File: src/rtl/frame_bank_pkg.sv
// Shared definitions for the frame bank manager.
//   bank_state_e : per-bank ownership state
//   MODE_*       : delivery policy selectors for frame_bank_manager.MODE
//   sat_inc      : saturating increment for the statistics counters
package frame_bank_pkg;

  typedef enum logic [1:0] {
    BANK_FREE    = 2'd0,
    BANK_WRITING = 2'd1,
    BANK_READY   = 2'd2,
    BANK_READING = 2'd3
  } bank_state_e;

  localparam int MODE_LATEST  = 0;
  localparam int MODE_INORDER = 1;

  localparam int MAX_CNT_W = 32;

  // Increment a counter that is 'width' bits wide, sticking at all ones.
  function automatic logic [MAX_CNT_W-1:0] sat_inc(input logic [MAX_CNT_W-1:0] value,
                                                   input int                   width);
    logic [MAX_CNT_W-1:0] max_val;
    max_val = {MAX_CNT_W{1'b1}} >> (MAX_CNT_W - width);
    return (value >= max_val) ? max_val : value + 32'd1;
  endfunction

endpackage

File: src/rtl/ready_bank_queue.sv
// Circular FIFO of bank indices holding READY banks in age order.
//   clk, rst_n  : clock, synchronous active-low reset
//   flush       : empty the queue (dominates every other operation)
//   push        : write push_data at the tail
//   pop_head    : discard the oldest entry
//   pop_tail    : discard the newest entry (after any same-cycle push)
//   head_data   : oldest entry, tail_data : newest entry (valid when !empty)
//   count, empty: occupancy
module ready_bank_queue #(
  parameter int DEPTH = 3,
  parameter int IDX_W = $clog2(DEPTH)
) (
  input  logic             clk,
  input  logic             rst_n,
  input  logic             flush,
  input  logic             push,
  input  logic [IDX_W-1:0] push_data,
  input  logic             pop_head,
  input  logic             pop_tail,
  output logic [IDX_W-1:0] head_data,
  output logic [IDX_W-1:0] tail_data,
  output logic [IDX_W:0]   count,
  output logic             empty
);

  logic [IDX_W-1:0] slot_mem [DEPTH];
  logic [IDX_W-1:0] head_ptr_reg;
  logic [IDX_W-1:0] tail_ptr_reg;
  logic [IDX_W:0]   count_reg;

  // DEPTH need not be a power of two, so pointers wrap explicitly.
  function automatic logic [IDX_W-1:0] ptr_inc(input logic [IDX_W-1:0] p);
    return (p == IDX_W'(DEPTH - 1)) ? '0 : p + 1'b1;
  endfunction

  function automatic logic [IDX_W-1:0] ptr_dec(input logic [IDX_W-1:0] p);
    return (p == '0) ? IDX_W'(DEPTH - 1) : p - 1'b1;
  endfunction

  always_ff @(posedge clk) begin
    if (push) begin
      slot_mem[tail_ptr_reg] <= push_data;
    end
  end

  always_ff @(posedge clk) begin
    if (!rst_n || flush) begin
      head_ptr_reg <= '0;
      tail_ptr_reg <= '0;
      count_reg    <= '0;
    end else begin
      // push followed by pop_tail removes the entry just pushed: tail stays put
      case ({push, pop_tail})
        2'b10:   tail_ptr_reg <= ptr_inc(tail_ptr_reg);
        2'b01:   tail_ptr_reg <= ptr_dec(tail_ptr_reg);
        default: tail_ptr_reg <= tail_ptr_reg;
      endcase
      if (pop_head) begin
        head_ptr_reg <= ptr_inc(head_ptr_reg);
      end
      count_reg <= count_reg + (IDX_W+1)'(push) - (IDX_W+1)'(pop_head)
                             - (IDX_W+1)'(pop_tail);
    end
  end

  assign head_data = slot_mem[head_ptr_reg];
  assign tail_data = slot_mem[ptr_dec(tail_ptr_reg)];
  assign count     = count_reg;
  assign empty     = (count_reg == '0);

endmodule

File: src/rtl/frame_bank_manager.sv
// N-bank frame-buffer arbiter between a frame writer and a frame reader.
//   clk, rst_n        : clock, synchronous active-low reset
//   enable            : gates both done pulses
//   frame_write_done  : writer finished a frame (1-cycle pulse)
//   frame_read_done   : reader finished a frame (1-cycle pulse)
//   wr_bank, rd_bank  : banks owned by writer / reader
//   wr_load, rd_load  : 1-cycle start-address reload pulses
//   wr_stall          : INORDER only, writer has no bank
//   ready_cnt         : number of READY banks
//   drop_cnt          : frames discarded unread (saturating)
//   repeat_cnt        : reads restarted on the same bank (saturating)
module frame_bank_manager
  import frame_bank_pkg::*;
#(
  parameter int NUM_BANKS = 3,
  parameter int BANK_W    = $clog2(NUM_BANKS),
  parameter int MODE      = MODE_LATEST,
  parameter int CNT_W     = 16
) (
  input  logic              clk,
  input  logic              rst_n,
  input  logic              enable,
  input  logic              frame_write_done,
  input  logic              frame_read_done,
  output logic [BANK_W-1:0] wr_bank,
  output logic [BANK_W-1:0] rd_bank,
  output logic              wr_load,
  output logic              rd_load,
  output logic              wr_stall,
  output logic [BANK_W:0]   ready_cnt,
  output logic [CNT_W-1:0]  drop_cnt,
  output logic [CNT_W-1:0]  repeat_cnt
);

  if (NUM_BANKS < 3) begin : g_bad_num_banks
    $error("frame_bank_manager: NUM_BANKS must be at least 3");
  end
  if (CNT_W < 1 || CNT_W > MAX_CNT_W) begin : g_bad_cnt_w
    $error("frame_bank_manager: CNT_W must be 1..32");
  end
  if (MODE != MODE_LATEST && MODE != MODE_INORDER) begin : g_bad_mode
    $error("frame_bank_manager: MODE must be 0 or 1");
  end

  bank_state_e       bank_state_reg  [NUM_BANKS];
  bank_state_e       bank_state_next [NUM_BANKS];
  logic [BANK_W-1:0] wr_bank_reg, wr_bank_next;
  logic [BANK_W-1:0] rd_bank_reg, rd_bank_next;
  logic              wr_load_reg, wr_load_next;
  logic              rd_load_reg, rd_load_next;
  logic              wr_stall_reg, wr_stall_next;
  logic [BANK_W:0]   ready_cnt_reg, ready_cnt_next;
  logic [CNT_W-1:0]  drop_cnt_reg, drop_cnt_next;
  logic [CNT_W-1:0]  repeat_cnt_reg, repeat_cnt_next;

  logic              q_flush, q_push, q_pop_head, q_pop_tail;
  logic [BANK_W-1:0] q_push_data, q_head_data, q_tail_data;
  logic [BANK_W:0]   q_count;
  logic              q_empty;

  // Queue contents as seen after the write half of the update, so the read
  // half can act on a bank pushed in the same cycle.
  logic [BANK_W-1:0] view_head, view_tail;
  logic [BANK_W:0]   view_cnt;
  logic              free_found;
  logic [BANK_W-1:0] free_idx, new_rd, freed;
  logic              wr_accept, rd_accept;

  assign wr_accept = enable && frame_write_done && !wr_stall_reg;
  assign rd_accept = enable && frame_read_done;

  ready_bank_queue #(
    .DEPTH (NUM_BANKS),
    .IDX_W (BANK_W)
  ) u_ready_queue (
    .clk       (clk),
    .rst_n     (rst_n),
    .flush     (q_flush),
    .push      (q_push),
    .push_data (q_push_data),
    .pop_head  (q_pop_head),
    .pop_tail  (q_pop_tail),
    .head_data (q_head_data),
    .tail_data (q_tail_data),
    .count     (q_count),
    .empty     (q_empty)
  );

  always_comb begin
    for (int i = 0; i < NUM_BANKS; i++) begin
      bank_state_next[i] = bank_state_reg[i];
    end
    wr_bank_next    = wr_bank_reg;
    rd_bank_next    = rd_bank_reg;
    wr_load_next    = 1'b0;
    rd_load_next    = 1'b0;
    wr_stall_next   = wr_stall_reg;
    drop_cnt_next   = drop_cnt_reg;
    repeat_cnt_next = repeat_cnt_reg;
    q_flush         = 1'b0;
    q_push          = 1'b0;
    q_push_data     = wr_bank_reg;
    q_pop_head      = 1'b0;
    q_pop_tail      = 1'b0;
    view_head       = q_head_data;
    view_tail       = q_tail_data;
    view_cnt        = q_count;
    free_found      = 1'b0;
    free_idx        = '0;
    new_rd          = rd_bank_reg;
    freed           = rd_bank_reg;

    // Write half: finished bank becomes READY, then find the writer a new bank.
    if (wr_accept) begin
      bank_state_next[wr_bank_reg] = BANK_READY;
      q_push = 1'b1;
      if (q_empty) begin
        view_head = wr_bank_reg;
      end
      view_tail = wr_bank_reg;
      view_cnt  = view_cnt + 1'b1;

      // Descending scan so the last hit is the lowest FREE index.
      for (int i = NUM_BANKS - 1; i >= 0; i--) begin
        if (bank_state_next[i] == BANK_FREE) begin
          free_found = 1'b1;
          free_idx   = BANK_W'(i);
        end
      end

      if (free_found) begin
        bank_state_next[free_idx] = BANK_WRITING;
        wr_bank_next = free_idx;
        wr_load_next = 1'b1;
      end else if (MODE == MODE_LATEST) begin
        // No FREE bank means at least two READY banks, so the head is never
        // the bank just pushed. view_head goes stale here, but LATEST reads
        // only use the tail.
        q_pop_head = 1'b1;
        bank_state_next[view_head] = BANK_WRITING;
        wr_bank_next  = view_head;
        wr_load_next  = 1'b1;
        drop_cnt_next = CNT_W'(sat_inc(32'(drop_cnt_next), CNT_W));
        view_cnt      = view_cnt - 1'b1;
      end else begin
        wr_stall_next = 1'b1;
      end
    end

    // Read half: sees the queue and FREE set left by the write half.
    if (rd_accept) begin
      rd_load_next = 1'b1;
      if (view_cnt == '0) begin
        repeat_cnt_next = CNT_W'(sat_inc(32'(repeat_cnt_reg), CNT_W));
      end else begin
        freed = rd_bank_reg;
        bank_state_next[freed] = BANK_FREE;
        if (MODE == MODE_LATEST) begin
          new_rd = view_tail;
          for (int i = 0; i < NUM_BANKS; i++) begin
            if (bank_state_next[i] == BANK_READY && BANK_W'(i) != new_rd) begin
              bank_state_next[i] = BANK_FREE;
              drop_cnt_next = CNT_W'(sat_inc(32'(drop_cnt_next), CNT_W));
            end
          end
          // Taking the newest and discarding the rest empties the queue.
          q_pop_tail = 1'b1;
          q_flush    = 1'b1;
          view_cnt   = '0;
        end else begin
          new_rd     = view_head;
          q_pop_head = 1'b1;
          view_cnt   = view_cnt - 1'b1;
        end
        bank_state_next[new_rd] = BANK_READING;
        rd_bank_next = new_rd;

        // A stalled writer takes the bank the reader just released.
        if (wr_stall_next) begin
          bank_state_next[freed] = BANK_WRITING;
          wr_bank_next  = freed;
          wr_load_next  = 1'b1;
          wr_stall_next = 1'b0;
        end
      end
    end

    ready_cnt_next = view_cnt;
  end

  genvar gi;
  for (gi = 0; gi < NUM_BANKS; gi++) begin : g_bank
    localparam bank_state_e RESET_STATE = (gi == 0)             ? BANK_WRITING :
                                          (gi == NUM_BANKS - 1) ? BANK_READING :
                                                                  BANK_FREE;
    always_ff @(posedge clk) begin
      if (!rst_n) begin
        bank_state_reg[gi] <= RESET_STATE;
      end else begin
        bank_state_reg[gi] <= bank_state_next[gi];
      end
    end
  end

  always_ff @(posedge clk) begin
    if (!rst_n) begin
      wr_bank_reg    <= '0;
      rd_bank_reg    <= BANK_W'(NUM_BANKS - 1);
      wr_load_reg    <= 1'b0;
      rd_load_reg    <= 1'b0;
      wr_stall_reg   <= 1'b0;
      ready_cnt_reg  <= '0;
      drop_cnt_reg   <= '0;
      repeat_cnt_reg <= '0;
    end else begin
      wr_bank_reg    <= wr_bank_next;
      rd_bank_reg    <= rd_bank_next;
      wr_load_reg    <= wr_load_next;
      rd_load_reg    <= rd_load_next;
      wr_stall_reg   <= wr_stall_next;
      ready_cnt_reg  <= ready_cnt_next;
      drop_cnt_reg   <= drop_cnt_next;
      repeat_cnt_reg <= repeat_cnt_next;
    end
  end

  assign wr_bank    = wr_bank_reg;
  assign rd_bank    = rd_bank_reg;
  assign wr_load    = wr_load_reg;
  assign rd_load    = rd_load_reg;
  assign wr_stall   = wr_stall_reg;
  assign ready_cnt  = ready_cnt_reg;
  assign drop_cnt   = drop_cnt_reg;
  assign repeat_cnt = repeat_cnt_reg;

endmodule
File: config.mk
export PLATFORM = sky130hd
export DESIGN_NAME = frame_bank_manager
export DESIGN_NICKNAME = d
export VERILOG_FILES = /design/src/rtl/frame_bank_pkg.sv /design/src/rtl/ready_bank_queue.sv /design/src/rtl/frame_bank_manager.sv
export SDC_FILE = /design/constraint.sdc
export NUM_CORES = 1
export LEC_CHECK = 0
export ABC_CLOCK_PERIOD_IN_PS = 18400
export CORE_ASPECT_RATIO = 1.25
export CORE_UTILIZATION = 35
export CTS_CLUSTER_SIZE = 14
export DETAILED_ROUTE_END_ITERATION = 12
export GPL_ROUTABILITY_DRIVEN = 1
export PLACE_DENSITY = 0.53
export SYNTH_ARGS = -nofsm -noshare
export SYNTH_HDL_FRONTEND = slang
export SYNTH_SLANG_ARGS = --single-unit
File: constraint.sdc
create_clock -name clk -period 18.4 [get_ports clk]
set_clock_uncertainty 0.05 [all_clocks]
set_input_delay 3.68 -clock clk [delete_from_list [all_inputs] [get_ports clk]]
set_output_delay 3.68 -clock clk [all_outputs]
set_load 0.005 [all_outputs]
Yosys cells after proc, flatten, opt, wreduce, memory -nomap -nowiden
Memories as Yosys holds them, arrays and structs flattened. A register that Yosys moved wholly into a read port is not among the register bits.
Cells that the tools add are included.
- bits of input ports: 5
- bits in writable memories: 12
- output and inout port bits: 42
- memories: 2
- register bits after elaboration: 48
- logic and storage cells: 164
- memories (memory ; depth ; width ; rd ports ; clocked after Yosys merged registers in ; wr ports ; line ; text):
    bank_state_reg ; 3 ; 2 ; 3 ; 0 ; 3 ; frame_bank_manager.sv:45 ; bank_state_e bank_state_reg [NUM_BANKS];
    u_ready_queue.slot_mem ; 3 ; 2 ; 2 ; 1 ; 1 ; ready_bank_queue.sv:26 ; logic [IDX_W-1:0] slot_mem [DEPTH];
- magnitude comparators: 15
- reduce and logical (&&, ||, !) cells: 22
- $add $sub $neg: 13
- bitwise gates (word level): 21
- muxes and demuxes: 72
- equality and inequality tests: 9
- operator list (operator ; number):
    2-to-1 mux 16 bit ; 16
    adder 16 x 1 -> 16 bit (second input constant) ; 5
    greater-or-equal comparator 16 bit (second input constant) ; 5
    2-to-1 mux 2 bit ; 26
    2-to-1 mux 6 bit ; 6
    demux 2 bit (select 2 bit) ; 5
    greater-or-equal comparator 3 bit (second input constant) ; 5
    < comparator 3 x 1 -> 1 bit (second input constant) ; 5
    inverter 2 -> 3 bit ; 5
    2-to-1 mux 1 bit ; 14
    equality test 2 bit (second input constant) ; 6
    2-to-1 mux 3 bit ; 4
    logical AND 1 bit ; 10
    AND 3 bit ; 3
    inverter 3 bit ; 3
    bitwise OR 3 bit ; 3
    logical NOT 2 bit ; 4
    AND 6 bit ; 1
    logical NOT 3 bit ; 2
    inverter 6 bit ; 1
    bitwise OR 6 bit ; 1
    subtractor 3 x 1 -> 3 bit ; 2
    adder 2 x 1 -> 2 bit (second input constant) ; 2
    case mux 2 bit (2 select lines) ; 1
    other kinds (13) ; 17

Depth between registers and ports, before layout
Gate-level depths: netlist (run 1).
- depth after elaboration: 37
- depth in mapped cells: 32
- gate-level depth less buffers: 28

Modules after synthesis
Synthesis (run 1) repeated with hierarchy kept, for this count alone.
- cell total of the unflattened synthesis: 743
- area, all modules: 5800.6 um^2
- by module, submodules not included (module ; times used ; cells each ; area each (um^2)):
    frame_bank_manager ; 1 ; 673 ; 5017.3
    ready_bank_queue ; 1 ; 70 ; 783.3

Least setup slack after synthesis (run 1)
Ideal clock, no wire load.
- kind: in2reg
- start point: input port enable
- end point: register drop_cnt_reg[3] (netlist: drop_cnt[3])
- arrival: 9348 ps
- cell stages on the path: 32
- buffers on the path: 4
- setup slack: 8916 ps
- cells stage by stage: buf_2 -> nand2_2 -> inv_2 -> o21ai_4 -> a21oi_4 -> inv_2 -> mux2i_1 -> ha_1 -> o21ai_0 -> a2111oi_0 -> o31ai_2 -> nor4_4 -> and3_1 -> buf_2 -> nand2_2 -> nand2_1 -> ha_1 -> nand2_1 -> nor4_2 -> a22oi_2 -> or2_1 -> buf_4 -> nand2_1 -> ha_1 -> nand2_1 -> nand4bb_1 -> or4_4 -> o22a_4 -> nor2_8 -> a21oi_2 -> buf_6 -> a221oi_2
- longest elaborated chain between the ends: 18
- RTL lines (item ; line ; text):
    from (decl) ; frame_bank_manager.sv:22 ; input logic enable,
    parallel branches: the longest is 17 deep, another holds adder 16 x 1 -> 16 bit ; n/a ;
    2-to-1 mux 16 bit * ; frame_bank_manager.sv:151 ; if (rd_accept) begin
    to (signal assigned) ; frame_bank_manager.sv:222 ; drop_cnt_reg <= drop_cnt_next;
    to (decl) ; frame_bank_manager.sv:53 ; logic [CNT_W-1:0] drop_cnt_reg, drop_cnt_next;
Mark *: on every way between the ends. The select of a mux whose other input is x is not followed.
A chain may end at the register's enable or synchronous reset.

Worst setup path in the final report (run 1)
- start point: input port enable
- end point: register drop_cnt_reg[6] (netlist: drop_cnt[6])
Same word-level chain as after synthesis.

==> impl_metrics.prom, run 1 <==
# TYPE chip_impl_metric gauge
chip_impl_info{name="outcome",value="finished, final reports clean"} 1
chip_impl_metric{name="fmax",unit="GHz"} 0.0890
chip_impl_info{name="cp-end-kind",value="flop"} 1
chip_impl_info{name="cts_tree",value="done"} 1
chip_impl_metric{name="drt_first_pass_iters",unit=""} 4
chip_impl_metric{name="antenna_found_initial",unit=""} 0
chip_impl_metric{name="tightestPinTransition",unit="ns"} 1.18
chip_impl_metric{name="post_cts_hold_buffer_count",unit=""} 0
chip_impl_metric{name="grt_overflow",unit=""} 0
chip_impl_metric{name="post-cts-setup-buffer-count",unit=""} 0
chip_impl_metric{name="crit_arrival",unit="ns"} 11.41
chip_impl_metric{name="share_of_post_route_cells_with_drive_strength_above_1",unit="%"} 11.9
chip_impl_metric{name="antenna_cells",unit=""} 0
chip_impl_metric{name="total_routing_resource_utilization_after_global_routing",unit="%"} 23.2
chip_impl_metric{name="drt-wirelength-per-cell",unit="µm"} 20.2
chip_impl_metric{name="hold_viol",unit=""} 0
chip_impl_metric{name="initial_core_util",unit="%"} 36.2
chip_impl_metric{name="max-slew-margin-rel",unit="%"} 21.3
chip_impl_metric{name="largest_net_degree_at_the_start_of_global_routing",unit=""} 31
chip_impl_metric{name="die_h",unit="µm"} 145
chip_impl_info{name="post_synth_main_area_contributors",value="sky130_fd_sc_hd__dfxtp_1, sky130_fd_sc_hd__a21oi_1, sky130_fd_sc_hd__nor2_1"} 1
chip_impl_metric{name="layout.nets",unit=""} 756
chip_impl_metric{name="power.total",unit="µW"} 691
chip_impl_info{name="hp-class",value="flop to flop"} 1
chip_impl_metric{name="cts.sinks",unit=""} 62
chip_impl_metric{name="floorplan.die.width",unit="µm"} 116
chip_impl_metric{name="clockBufferDepth",unit=""} 2
chip_impl_metric{name="cap_viol_max_count",unit=""} 0
chip_impl_metric{name="leak_pwr",unit="µW"} 0.00233
chip_impl_metric{name="numCtsBuffers",unit=""} 9
chip_impl_metric{name="netlist.area_leader.share",unit="%"} 19.6
chip_impl_metric{name="grt_first_pass_wirelength",unit="µm"} 29700
chip_impl_metric{name="synth_enable_flop_cells",unit=""} 6
chip_impl_metric{name="path_clk_slew",unit="ns"} 0.05
chip_impl_info{name="yosys.cell_count.top_type",value="sky130_fd_sc_hd__nor2_1"} 1
chip_impl_metric{name="synth_area",unit="µm²"} 5710
chip_impl_metric{name="powerDensity",unit="nW/µm²"} 105
chip_impl_metric{name="i_o_pin_count",unit=""} 47
chip_impl_metric{name="synth_fp_nets",unit=""} 729
chip_impl_metric{name="core_region",unit="µm²"} 15800
chip_impl_metric{name="row_count",unit=""} 51
chip_impl_metric{name="count_of_state_elements_after_synthesis",unit=""} 62
chip_impl_metric{name="report.final.slew_viol_count",unit=""} 0
chip_impl_metric{name="wl_met1",unit="µm"} 7630
chip_impl_metric{name="post_synth_inst_count",unit=""} 706
chip_impl_info{name="setup_repair_after_global_routing_missed_its_margin",value="no"} 1
chip_impl_metric{name="initial_drt_markers",unit=""} 412
chip_impl_info{name="root_buffer",value="sky130_fd_sc_hd__clkbuf_16"} 1
chip_impl_metric{name="timing.final.crit_share",unit="%"} 61.0
chip_impl_metric{name="synth-seq-area-share",unit="%"} 22.8
chip_impl_metric{name="grt_pass1_vias",unit=""} 5546
chip_impl_info{name="crit_slowest_cell",value="sky130_fd_sc_hd__clkdlybuf4s50_1"} 1
chip_impl_metric{name="dp.cells",unit=""} 934
chip_impl_metric{name="post-route-cell-area",unit="µm²"} 6560
chip_impl_metric{name="tns",unit="ns"} 0
chip_impl_metric{name="warnings_from_yosys",unit=""} 0
chip_impl_metric{name="ctsResizeCount",unit=""} 0
chip_impl_metric{name="route.antenna.remaining_nets",unit=""} 0
chip_impl_info{name="synth_common_cells",value="sky130_fd_sc_hd__nor2_1, sky130_fd_sc_hd__a21oi_1, sky130_fd_sc_hd__nand2_1"} 1
chip_impl_metric{name="port_buffers",unit=""} 45
chip_impl_info{name="type_of_the_worst_setup_path",value="primary input to flop"} 1
chip_impl_metric{name="yosysUniqueCellTypes",unit=""} 111
chip_impl_metric{name="hold_slack",unit="ns"} 0.452
chip_impl_metric{name="hpwlAfterDp",unit="µm"} 15000
chip_impl_metric{name="clk_latency",unit="ns"} 0.33
chip_impl_info{name="yosys.area.top_type",value="sky130_fd_sc_hd__dfxtp_1"} 1
chip_impl_metric{name="timing.critical_path.required",unit="ns"} 18.58
chip_impl_info{name="startpoint_type",value="primary input"} 1
chip_impl_metric{name="syn_to_final_growth",unit="%"} 14.8
chip_impl_metric{name="drt_drc_violations_left",unit=""} 0
chip_impl_metric{name="vdd_ir_drop_max",unit="µV"} 38.8
chip_impl_metric{name="layout.filler_cells",unit=""} 1612
chip_impl_metric{name="postSynthAreaPerCell",unit="µm²"} 8.09
chip_impl_metric{name="final_cell_count_no_fill",unit=""} 950
chip_impl_metric{name="worst_path_largest_cell_delay",unit="ns"} 0.67
chip_impl_metric{name="ctsHtreeMaxLevel",unit=""} 3
chip_impl_metric{name="met3WireLength",unit="µm"} 698
chip_impl_metric{name="floorplan.die_area",unit="µm²"} 16800
chip_impl_info{name="synth_top_flop_cell",value="sky130_fd_sc_hd__dfxtp_1"} 1
chip_impl_info{name="path_common_cell",value="sky130_fd_sc_hd__nand2_1"} 1
chip_impl_metric{name="final_setup_violations",unit=""} 0
chip_impl_metric{name="synth-async-reset-ratio",unit="%"} 0
chip_impl_metric{name="worstPathMaxFanout",unit=""} 18
chip_impl_metric{name="avgViaCountPerCell",unit=""} 5.99
chip_impl_metric{name="weighted_congestion_reported_at_the_end_of_routability_driven_placement",unit=""} 0.951
chip_impl_metric{name="post-route-min-period",unit="ns"} 11.23
chip_impl_metric{name="met2WireLength",unit="µm"} 9990
chip_impl_metric{name="routed_wl",unit="µm"} 19200
chip_impl_metric{name="post_dp_cell_area",unit="µm²"} 6280
chip_impl_metric{name="dr_vias",unit=""} 5691
chip_impl_info{name="top_layer_used",value="met4"} 1
cells in the final DEF (no fill, tap or decap), types with 20 or more instances in the layout:
cell type and n:
sky130_fd_sc_hd__a21oi_1 63, sky130_fd_sc_hd__and3_1 20, sky130_fd_sc_hd__clkdlybuf4s50_1 45, sky130_fd_sc_hd__dfxtp_1 56
sky130_fd_sc_hd__nand2_1 63, sky130_fd_sc_hd__nand3_1 25, sky130_fd_sc_hd__nor2_1 67, sky130_fd_sc_hd__nor3_1 23
sky130_fd_sc_hd__o21ai_0 23, sky130_fd_sc_hd__xnor2_1 25
per-layer routing:
| metal | up-vias | GRT usage [%] |
|---|---|---|
| li1 | 2723 | - |
| met2 | 181 | 42.8 |
| met4 | 0 | 13.3 |
| met3 | 49 | 2.37 |
| met5 | - | 0 |
| met1 | 2738 | 25.6 |
logic make-up after synthesis:
group / Yosys count / synth area share (%)
and+or+nand+nor: 285 / 27.3
AOI/OAI and AO/OA: 220 / 30.1
DFF: 62 / 22.8
buffers and inverters: 52 / 4.25
xor gates and xnor gates: 43 / 6.73
muxes: 25 / 4.75
adders and majority gates: 18 / 4.07
other: 1 / 0.0657
worst max-delay path: cells and delay by family:
kind	cells	cell delay, ns
compound gates	9	2.11
fa+ha+maj	3	0.65
buf+inv	3	1.15
mux	1	0.35
simple gates	13	3.46
power breakdown:
group	total, µW	switching, µW	internal, µW
registers	199	39.2	160
clock network	155	60.0	94.6
logic	337	212	125
total	691	311	380
cell type report:
cell class,count,area [µm²],share of cell area [%]
clock buffers,11,243,3.70
clock inverters,5,33.8,0.515
inverters,20,75.1,1.14
multi-input cells,592,4170,63.5
flip-flops and latches,62,1300,19.8
well taps,212,265,4.04
repair buffers,48,473,7.21
stage by stage:
stage | setup WS (ns) | utilization (%)
after floorplan | 8.92 | -
after global placement | 7.32 | 39.9
after detailed placement | 6.94 | 39.9
after CTS | 7.25 | 41.6
after global routing | 6.42 | 41.6
final | 7.17 | 41.6
final timing paths:
path                                                    start          end  slack, ns  depth (start not counted)
worst max-delay path                                   enable  drop_cnt[6]       7.17                         29
worst min-delay path            u_ready_queue.head_ptr_reg[1]         flop       0.45                          2
worst max register to register                    drop_cnt[0]  drop_cnt[6]       9.94                         27
worst min register to register  u_ready_queue.head_ptr_reg[1]         flop       0.45                          2
Note: power is estimated with default switching activity, not from simulation.
==> inputs of run 2 (changes only) <==
--- a/config.mk
+++ b/config.mk
@@ -5,7 +5,7 @@
 export SDC_FILE = /design/constraint.sdc
 export NUM_CORES = 1
 export LEC_CHECK = 0
-export ABC_CLOCK_PERIOD_IN_PS = 18400
+export ABC_CLOCK_PERIOD_IN_PS = 10700
 export CORE_ASPECT_RATIO = 1.25
 export CORE_UTILIZATION = 35
 export CTS_CLUSTER_SIZE = 14
==> constraint.sdc (replaced) <==
create_clock -name clk -period 10.7 [get_ports clk]
set_clock_uncertainty 0.05 [all_clocks]
set_input_delay 2.14 -clock clk [delete_from_list [all_inputs] [get_ports clk]]
set_output_delay 2.14 -clock clk [all_outputs]
set_load 0.005 [all_outputs]
==> impl_metrics.prom, run 2 (same netlist as run 1, synthesis figures left out) <==
# TYPE chip_impl_metric gauge
chip_impl_metric{name="power.total",unit="µW"} 1200
chip_impl_metric{name="post_dp_cell_area",unit="µm²"} 6280
chip_impl_metric{name="ctsResizeCount",unit=""} 0
chip_impl_metric{name="clk_latency",unit="ns"} 0.33
chip_impl_metric{name="port_buffers",unit=""} 45
chip_impl_metric{name="floorplan.die_area",unit="µm²"} 16800
chip_impl_metric{name="total_routing_resource_utilization_after_global_routing",unit="%"} 23.2
chip_impl_metric{name="final_setup_violations",unit=""} 0
chip_impl_metric{name="p_int",unit="µW"} 666
chip_impl_info{name="setup_repair_after_global_routing_missed_its_margin",value="no"} 1
chip_impl_metric{name="dr_vias",unit=""} 5688
chip_impl_metric{name="initial_drt_markers",unit=""} 348
chip_impl_metric{name="vdd_ir_drop_max",unit="µV"} 66.2
chip_impl_info{name="hp-class",value="flop to flop"} 1
chip_impl_metric{name="post-route-cell-area",unit="µm²"} 6580
chip_impl_metric{name="hold_viol",unit=""} 0
chip_impl_metric{name="cts.sinks",unit=""} 62
chip_impl_metric{name="grt_overflow",unit=""} 0
chip_impl_info{name="outcome",value="finished, final reports clean"} 1
chip_impl_metric{name="antenna_cells",unit=""} 0
chip_impl_info{name="cp-end-kind",value="flop"} 1
chip_impl_metric{name="core_region",unit="µm²"} 15800
chip_impl_metric{name="powerDensity",unit="nW/µm²"} 182
chip_impl_metric{name="row_count",unit=""} 51
chip_impl_metric{name="tns",unit="ns"} 0
chip_impl_metric{name="clockBufferDepth",unit=""} 2
chip_impl_metric{name="ctsHtreeMaxLevel",unit=""} 3
chip_impl_metric{name="grt_pass1_vias",unit=""} 5563
chip_impl_metric{name="drt_drc_violations_left",unit=""} 0
chip_impl_metric{name="drt-wirelength-per-cell",unit="µm"} 20.1
chip_impl_metric{name="post-route-worst-setup-slack",unit="ns"} 1.08
chip_impl_metric{name="preCtsSetupSlack",unit="ns"} 0.791
chip_impl_metric{name="layout.filler_cells",unit=""} 1624
chip_impl_metric{name="timing.critical_path.required",unit="ns"} 10.88
chip_impl_metric{name="combinational_power_share",unit="%"} 48.2
chip_impl_info{name="cts_tree",value="done"} 1
chip_impl_metric{name="hpwlAfterDp",unit="µm"} 15100
chip_impl_metric{name="worst_path_largest_cell_delay",unit="ns"} 0.65
chip_impl_metric{name="fmax",unit="GHz"} 0.104
chip_impl_metric{name="cap_viol_max_count",unit=""} 0
chip_impl_metric{name="share_of_post_route_cells_with_drive_strength_above_1",unit="%"} 12.1
chip_impl_metric{name="antenna_found_initial",unit=""} 0
chip_impl_metric{name="seqPwrFrac",unit="%"} 28.5
chip_impl_metric{name="grt_first_pass_wirelength",unit="µm"} 29500
chip_impl_metric{name="post_cts_hold_buffer_count",unit=""} 0
chip_impl_metric{name="report.final.slew_viol_count",unit=""} 0
chip_impl_metric{name="avgViaCountPerCell",unit=""} 5.99
chip_impl_metric{name="route.antenna.remaining_nets",unit=""} 0
chip_impl_metric{name="routed_wl",unit="µm"} 19100
chip_impl_info{name="crit_slowest_cell",value="sky130_fd_sc_hd__clkdlybuf4s50_1"} 1
chip_impl_metric{name="i_o_pin_count",unit=""} 47
chip_impl_info{name="path_common_cell",value="sky130_fd_sc_hd__nand2_1"} 1
chip_impl_info{name="root_buffer",value="sky130_fd_sc_hd__clkbuf_16"} 1
chip_impl_metric{name="hold_slack",unit="ns"} 0.434
chip_impl_info{name="type_of_the_worst_setup_path",value="primary input to flop"} 1
chip_impl_metric{name="leak_pwr",unit="µW"} 0.00234
chip_impl_info{name="layout.cells.most_common",value="sky130_fd_sc_hd__nor2_1"} 1
chip_impl_metric{name="timing.reg2reg.worst_path_depth",unit=""} 27
chip_impl_info{name="most_frequent_cells_in_the_layout",value="sky130_fd_sc_hd__nor2_1, sky130_fd_sc_hd__nand2_1, sky130_fd_sc_hd__a21oi_1"} 1
chip_impl_metric{name="weighted_congestion_reported_at_the_end_of_routability_driven_placement",unit=""} 0.946
chip_impl_metric{name="hold-path-cell-count",unit=""} 2
chip_impl_metric{name="power.clock.fraction",unit="%"} 23.3
chip_impl_metric{name="switchingPower",unit="µW"} 533
chip_impl_metric{name="timing.final.crit_share",unit="%"} 89.9
chip_impl_metric{name="path_clk_slew",unit="ns"} 0.05
chip_impl_metric{name="layout.nets",unit=""} 756
chip_impl_metric{name="switching_share",unit="%"} 44.5
chip_impl_metric{name="syn_to_final_growth",unit="%"} 15.2
chip_impl_metric{name="crit_arrival",unit="ns"} 9.81
chip_impl_metric{name="largest_net_degree_at_the_start_of_global_routing",unit=""} 31
chip_impl_metric{name="die_h",unit="µm"} 145
chip_impl_metric{name="floorplan.die.width",unit="µm"} 116
chip_impl_info{name="startpoint_type",value="primary input"} 1
chip_impl_metric{name="max-slew-margin-rel",unit="%"} 21.9
chip_impl_metric{name="numCtsBuffers",unit=""} 9
chip_impl_metric{name="tightestPinTransition",unit="ns"} 1.17
chip_impl_metric{name="initial_core_util",unit="%"} 36.2
chip_impl_metric{name="post-route-min-period",unit="ns"} 9.62
chip_impl_metric{name="drt_first_pass_iters",unit=""} 5
chip_impl_metric{name="worstPathMaxFanout",unit=""} 18
chip_impl_metric{name="post-cts-setup-buffer-count",unit=""} 0
## run 2: cell count changes in the layout (fill, tap and decap cells not counted)
cell                       before  now
sky130_fd_sc_hd__clkbuf_1       1    0
sky130_fd_sc_hd__clkbuf_8       1    3
sky130_fd_sc_hd__clkinv_2       2    1
## run 2: worst max-delay path: cells and delay by family
| family | cells | cell delay [ns] |
|---|---|---|
| simple gates | 13 | 3.42 |
| compound gates | 9 | 2.08 |
| fa+ha+maj | 3 | 0.66 |
| mux | 1 | 0.36 |
| buf+inv | 3 | 1.12 |
## run 2: cell type report
type	count	area, µm²	area share, %
clock buffers	12	267	4.05
clock inverters	4	28.8	0.438
inverters	20	75.1	1.14
multi-input cells	592	4170	63.4
flip-flops and latches	62	1300	19.8
well taps	212	265	4.03
repair buffers	48	473	7.19
## run 2: power groups by stage
stage          logic (µW)  clock network, µW  registers (µW)
2_1_floorplan         409                  0             317
3_3_place_gp          569                  0             345
3_5_place_dp          573                  0             346
4_1_cts               576                285             341
5_1_grt               635                294             348
6_report              578                280             341
## run 2: metrics by stage
| step | instances | utilization [%] |
|---|---|---|
| floorplan | 706 | - |
| global placement | 934 | 39.9 |
| detailed placement | 934 | 39.9 |
| CTS | 950 | 41.7 |
| global route | 950 | 41.7 |
| finish | 950 | 41.7 |
## run 2: final timing paths
check / slack (ns) / from / end
hold / removal: 0.43 / u_ready_queue.head_ptr_reg[0] / flop
hold reg to reg: 0.43 / u_ready_queue.head_ptr_reg[0] / flop
setup / recovery: 1.08 / enable / drop_cnt[10]
setup reg to reg: 2.21 / drop_cnt[0] / drop_cnt[10]
## run 2: metal layers
metal,wire length [µm],vias to the layer above,track usage (%)
met1,7670,2758,25.6
met5,0,-,0
met2,10000,150,43.4
li1,-,2735,-
met4,749,0,11.3
met3,656,45,2.62
==> inputs of run 3 (changes only) <==
--- a/config.mk
+++ b/config.mk
@@ -7,11 +7,11 @@
 export LEC_CHECK = 0
 export ABC_CLOCK_PERIOD_IN_PS = 10700
 export CORE_ASPECT_RATIO = 1.25
-export CORE_UTILIZATION = 35
+export CORE_UTILIZATION = 30
 export CTS_CLUSTER_SIZE = 14
 export DETAILED_ROUTE_END_ITERATION = 12
 export GPL_ROUTABILITY_DRIVEN = 1
-export PLACE_DENSITY = 0.53
+export PLACE_DENSITY = 0.47
 export SYNTH_ARGS = -nofsm -noshare
 export SYNTH_HDL_FRONTEND = slang
 export SYNTH_SLANG_ARGS = --single-unit
==> impl_metrics.prom, run 3 (same netlist as run 1, synthesis figures left out) <==
# TYPE chip_impl_metric gauge
chip_impl_info{name="outcome",value="finished, violations left"} 1
chip_impl_info{name="failed_checks",value="design-rule violations"} 1
chip_impl_metric{name="report.final.slew_viol_count",unit=""} 0
chip_impl_metric{name="ctsResizeCount",unit=""} 0
chip_impl_info{name="reg2reg_from",value="drop_cnt[0]"} 1
chip_impl_metric{name="clockBufferDepth",unit=""} 2
chip_impl_metric{name="drt_first_pass_iters",unit=""} 9
chip_impl_metric{name="share_of_post_route_cells_with_drive_strength_above_1",unit="%"} 12.2
chip_impl_metric{name="antenna_cells",unit=""} 0
chip_impl_metric{name="worst_path_largest_cell_delay",unit="ns"} 0.66
chip_impl_metric{name="tightestPinTransition",unit="ns"} 1.15
chip_impl_metric{name="switching_share",unit="%"} 43.8
chip_impl_metric{name="post_cts_hold_buffer_count",unit=""} 0
chip_impl_metric{name="dp.cells",unit=""} 955
chip_impl_info{name="startpoint_type",value="primary input"} 1
chip_impl_info{name="root_buffer",value="sky130_fd_sc_hd__clkbuf_16"} 1
chip_impl_metric{name="grt_overflow",unit=""} 0
chip_impl_metric{name="grt_first_pass_wirelength",unit="µm"} 30900
chip_impl_metric{name="grt_pass1_vias",unit=""} 5712
chip_impl_metric{name="timing.reg2reg.worst_path_depth",unit=""} 27
chip_impl_info{name="cp-end-kind",value="flop"} 1
chip_impl_metric{name="floorplan.die.width",unit="µm"} 125
chip_impl_metric{name="row_count",unit=""} 56
chip_impl_metric{name="post-cts-setup-buffer-count",unit=""} 0
chip_impl_info{name="most_frequent_cells_in_the_layout",value="sky130_fd_sc_hd__nor2_1, sky130_fd_sc_hd__nand2_1, sky130_fd_sc_hd__a21oi_1"} 1
chip_impl_metric{name="crit_arrival",unit="ns"} 9.80
chip_impl_metric{name="port_buffers",unit=""} 45
chip_impl_metric{name="layout.filler_cells",unit=""} 1954
chip_impl_metric{name="core_region",unit="µm²"} 18700
chip_impl_info{name="path_common_cell",value="sky130_fd_sc_hd__nand2_1"} 1
chip_impl_metric{name="weighted_congestion_reported_at_the_end_of_routability_driven_placement",unit=""} 0.954
chip_impl_metric{name="post-route-worst-setup-slack",unit="ns"} 1.07
chip_impl_metric{name="route.antenna.remaining_nets",unit=""} 0
chip_impl_metric{name="max-slew-margin-rel",unit="%"} 23.2
chip_impl_metric{name="floorplan.die_area",unit="µm²"} 19600
chip_impl_metric{name="dr_vias",unit=""} 5702
chip_impl_info{name="hp-class",value="flop to flop"} 1
chip_impl_metric{name="p_int",unit="µW"} 696
chip_impl_metric{name="switchingPower",unit="µW"} 543
chip_impl_metric{name="critical_path_buf_inv_count",unit=""} 3
chip_impl_metric{name="die_h",unit="µm"} 156
chip_impl_metric{name="worstPathMaxFanout",unit=""} 18
chip_impl_metric{name="i_o_pin_count",unit=""} 47
chip_impl_info{name="cpLargestDelayFamily",value="simple AND/OR/NAND/NOR gates"} 1
chip_impl_metric{name="total_routing_resource_utilization_after_global_routing",unit="%"} 20.2
chip_impl_metric{name="post-route-min-period",unit="ns"} 9.63
chip_impl_metric{name="drt_drc_violations_left",unit=""} 6
chip_impl_metric{name="initial_core_util",unit="%"} 30.5
chip_impl_metric{name="initial_drt_markers",unit=""} 341
chip_impl_metric{name="largest_net_degree_at_the_start_of_global_routing",unit=""} 31
chip_impl_metric{name="fmax",unit="GHz"} 0.104
chip_impl_metric{name="numCtsBuffers",unit=""} 9
chip_impl_metric{name="leak_pwr",unit="µW"} 0.00235
chip_impl_metric{name="cap_viol_max_count",unit=""} 0
chip_impl_info{name="type_of_the_worst_setup_path",value="primary input to flop"} 1
chip_impl_metric{name="vdd_ir_drop_max",unit="µV"} 70.9
chip_impl_metric{name="avgViaCountPerCell",unit=""} 5.87
chip_impl_metric{name="timing.critical_path.required",unit="ns"} 10.87
chip_impl_metric{name="clk_latency",unit="ns"} 0.33
chip_impl_info{name="cts_tree",value="done"} 1
chip_impl_metric{name="power.clock.fraction",unit="%"} 25.0
chip_impl_metric{name="tns",unit="ns"} 0
chip_impl_metric{name="drt-wirelength-per-cell",unit="µm"} 20.1
chip_impl_metric{name="worst-path-stages",unit=""} 29
chip_impl_metric{name="antenna_found_initial",unit=""} 0
chip_impl_metric{name="final_setup_violations",unit=""} 0
chip_impl_metric{name="r2r_setup_slack",unit="ns"} 2.28
chip_impl_metric{name="hold_viol",unit=""} 0
chip_impl_metric{name="syn_to_final_growth",unit="%"} 16.3
chip_impl_metric{name="combinational_power_share",unit="%"} 47.3
chip_impl_info{name="setup_repair_after_global_routing_missed_its_margin",value="no"} 1
chip_impl_metric{name="cts.sinks",unit=""} 62
chip_impl_info{name="timing.critical_path.from",value="enable"} 1
chip_impl_metric{name="final_cell_count_no_fill",unit=""} 971
chip_impl_metric{name="seqPwrFrac",unit="%"} 27.7
chip_impl_metric{name="fin_util",unit="%"} 35.5
chip_impl_metric{name="hpwlAfterDp",unit="µm"} 15400
chip_impl_metric{name="layout.nets",unit=""} 757
chip_impl_metric{name="path_clk_slew",unit="ns"} 0.05
chip_impl_info{name="layout.cells.most_common",value="sky130_fd_sc_hd__nor2_1"} 1
chip_impl_metric{name="preCtsSetupSlack",unit="ns"} 0.819
chip_impl_metric{name="powerDensity",unit="nW/µm²"} 187
chip_impl_metric{name="timing.final.crit_share",unit="%"} 90.0
chip_impl_metric{name="ctsHtreeMaxLevel",unit=""} 3
chip_impl_info{name="crit_end",value="drop_cnt[10]"} 1
chip_impl_metric{name="routed_wl",unit="µm"} 19500
chip_impl_info{name="crit-reg2reg-capture",value="drop_cnt[10]"} 1
chip_impl_info{name="crit_slowest_cell",value="sky130_fd_sc_hd__clkdlybuf4s50_1"} 1
## run 3: worst min-delay path by stage
stage	startpoint	endpoint	slack [ns]	cells past startpoint
finish	u_ready_queue.head_ptr_reg[1]	flop	0.46	2
global route	u_ready_queue.head_ptr_reg[1]	flop	0.51	2
CTS	u_ready_queue.head_ptr_reg[1]	flop	0.45	2
detailed placement	u_ready_queue.head_ptr_reg[1]	u_ready_queue.head_ptr_reg[1]	0.43	2
global placement	u_ready_queue.head_ptr_reg[0]	u_ready_queue.head_ptr_reg[1]	0.43	2
floorplan	u_ready_queue.head_ptr_reg[0]	flop	0.41	2
## run 3: stage by stage
step / hold slack [ns] / power [µW] / instance area (µm²)
detailed placement: 0.432 / 929 / 6310
global route: 0.511 / 1320 / 6640
floorplan: 0.410 / 726 / 5710
CTS: 0.451 / 1240 / 6640
global placement: 0.431 / 926 / 6310
finish: 0.457 / 1240 / 6640
## run 3: power groups by stage
| stage | Combinational [µW] | Sequential, µW | Clock (µW) |
|---|---|---|---|
| 4_1_cts | 585 | 342 | 315 |
| 3_3_place_gp | 580 | 346 | 0 |
| 5_1_grt | 641 | 349 | 326 |
| 6_report | 586 | 343 | 310 |
| 2_1_floorplan | 409 | 317 | 0 |
| 3_5_place_dp | 582 | 347 | 0 |
## run 3: per-layer routing
layer	vias up	wire, µm	track usage [%]
met5	-	0	0
met4	0	847	11.0
met3	48	620	2.02
met2	166	10100	37.3
li1	2726	-	-
met1	2762	7980	22.9
## run 3: layout make-up
type	instances	area [µm²]	share of cell area, %
tap	232	290	4.37
timing repair buffer	49	480	7.23
clock buffer	11	264	3.98
clock inverter	5	62.6	0.942
sequential	62	1300	19.6
inverter	20	75.1	1.13
multi-input combinational	592	4170	62.8
## run 3: tightest hold or removal path: cells and delay by family, from the launching register on
| kind | cells | cell delay, ns |
|---|---|---|
| simple gates | 1 | 0.06 |
| flops | 1 | 0.32 |
| compound gates | 1 | 0.07 |
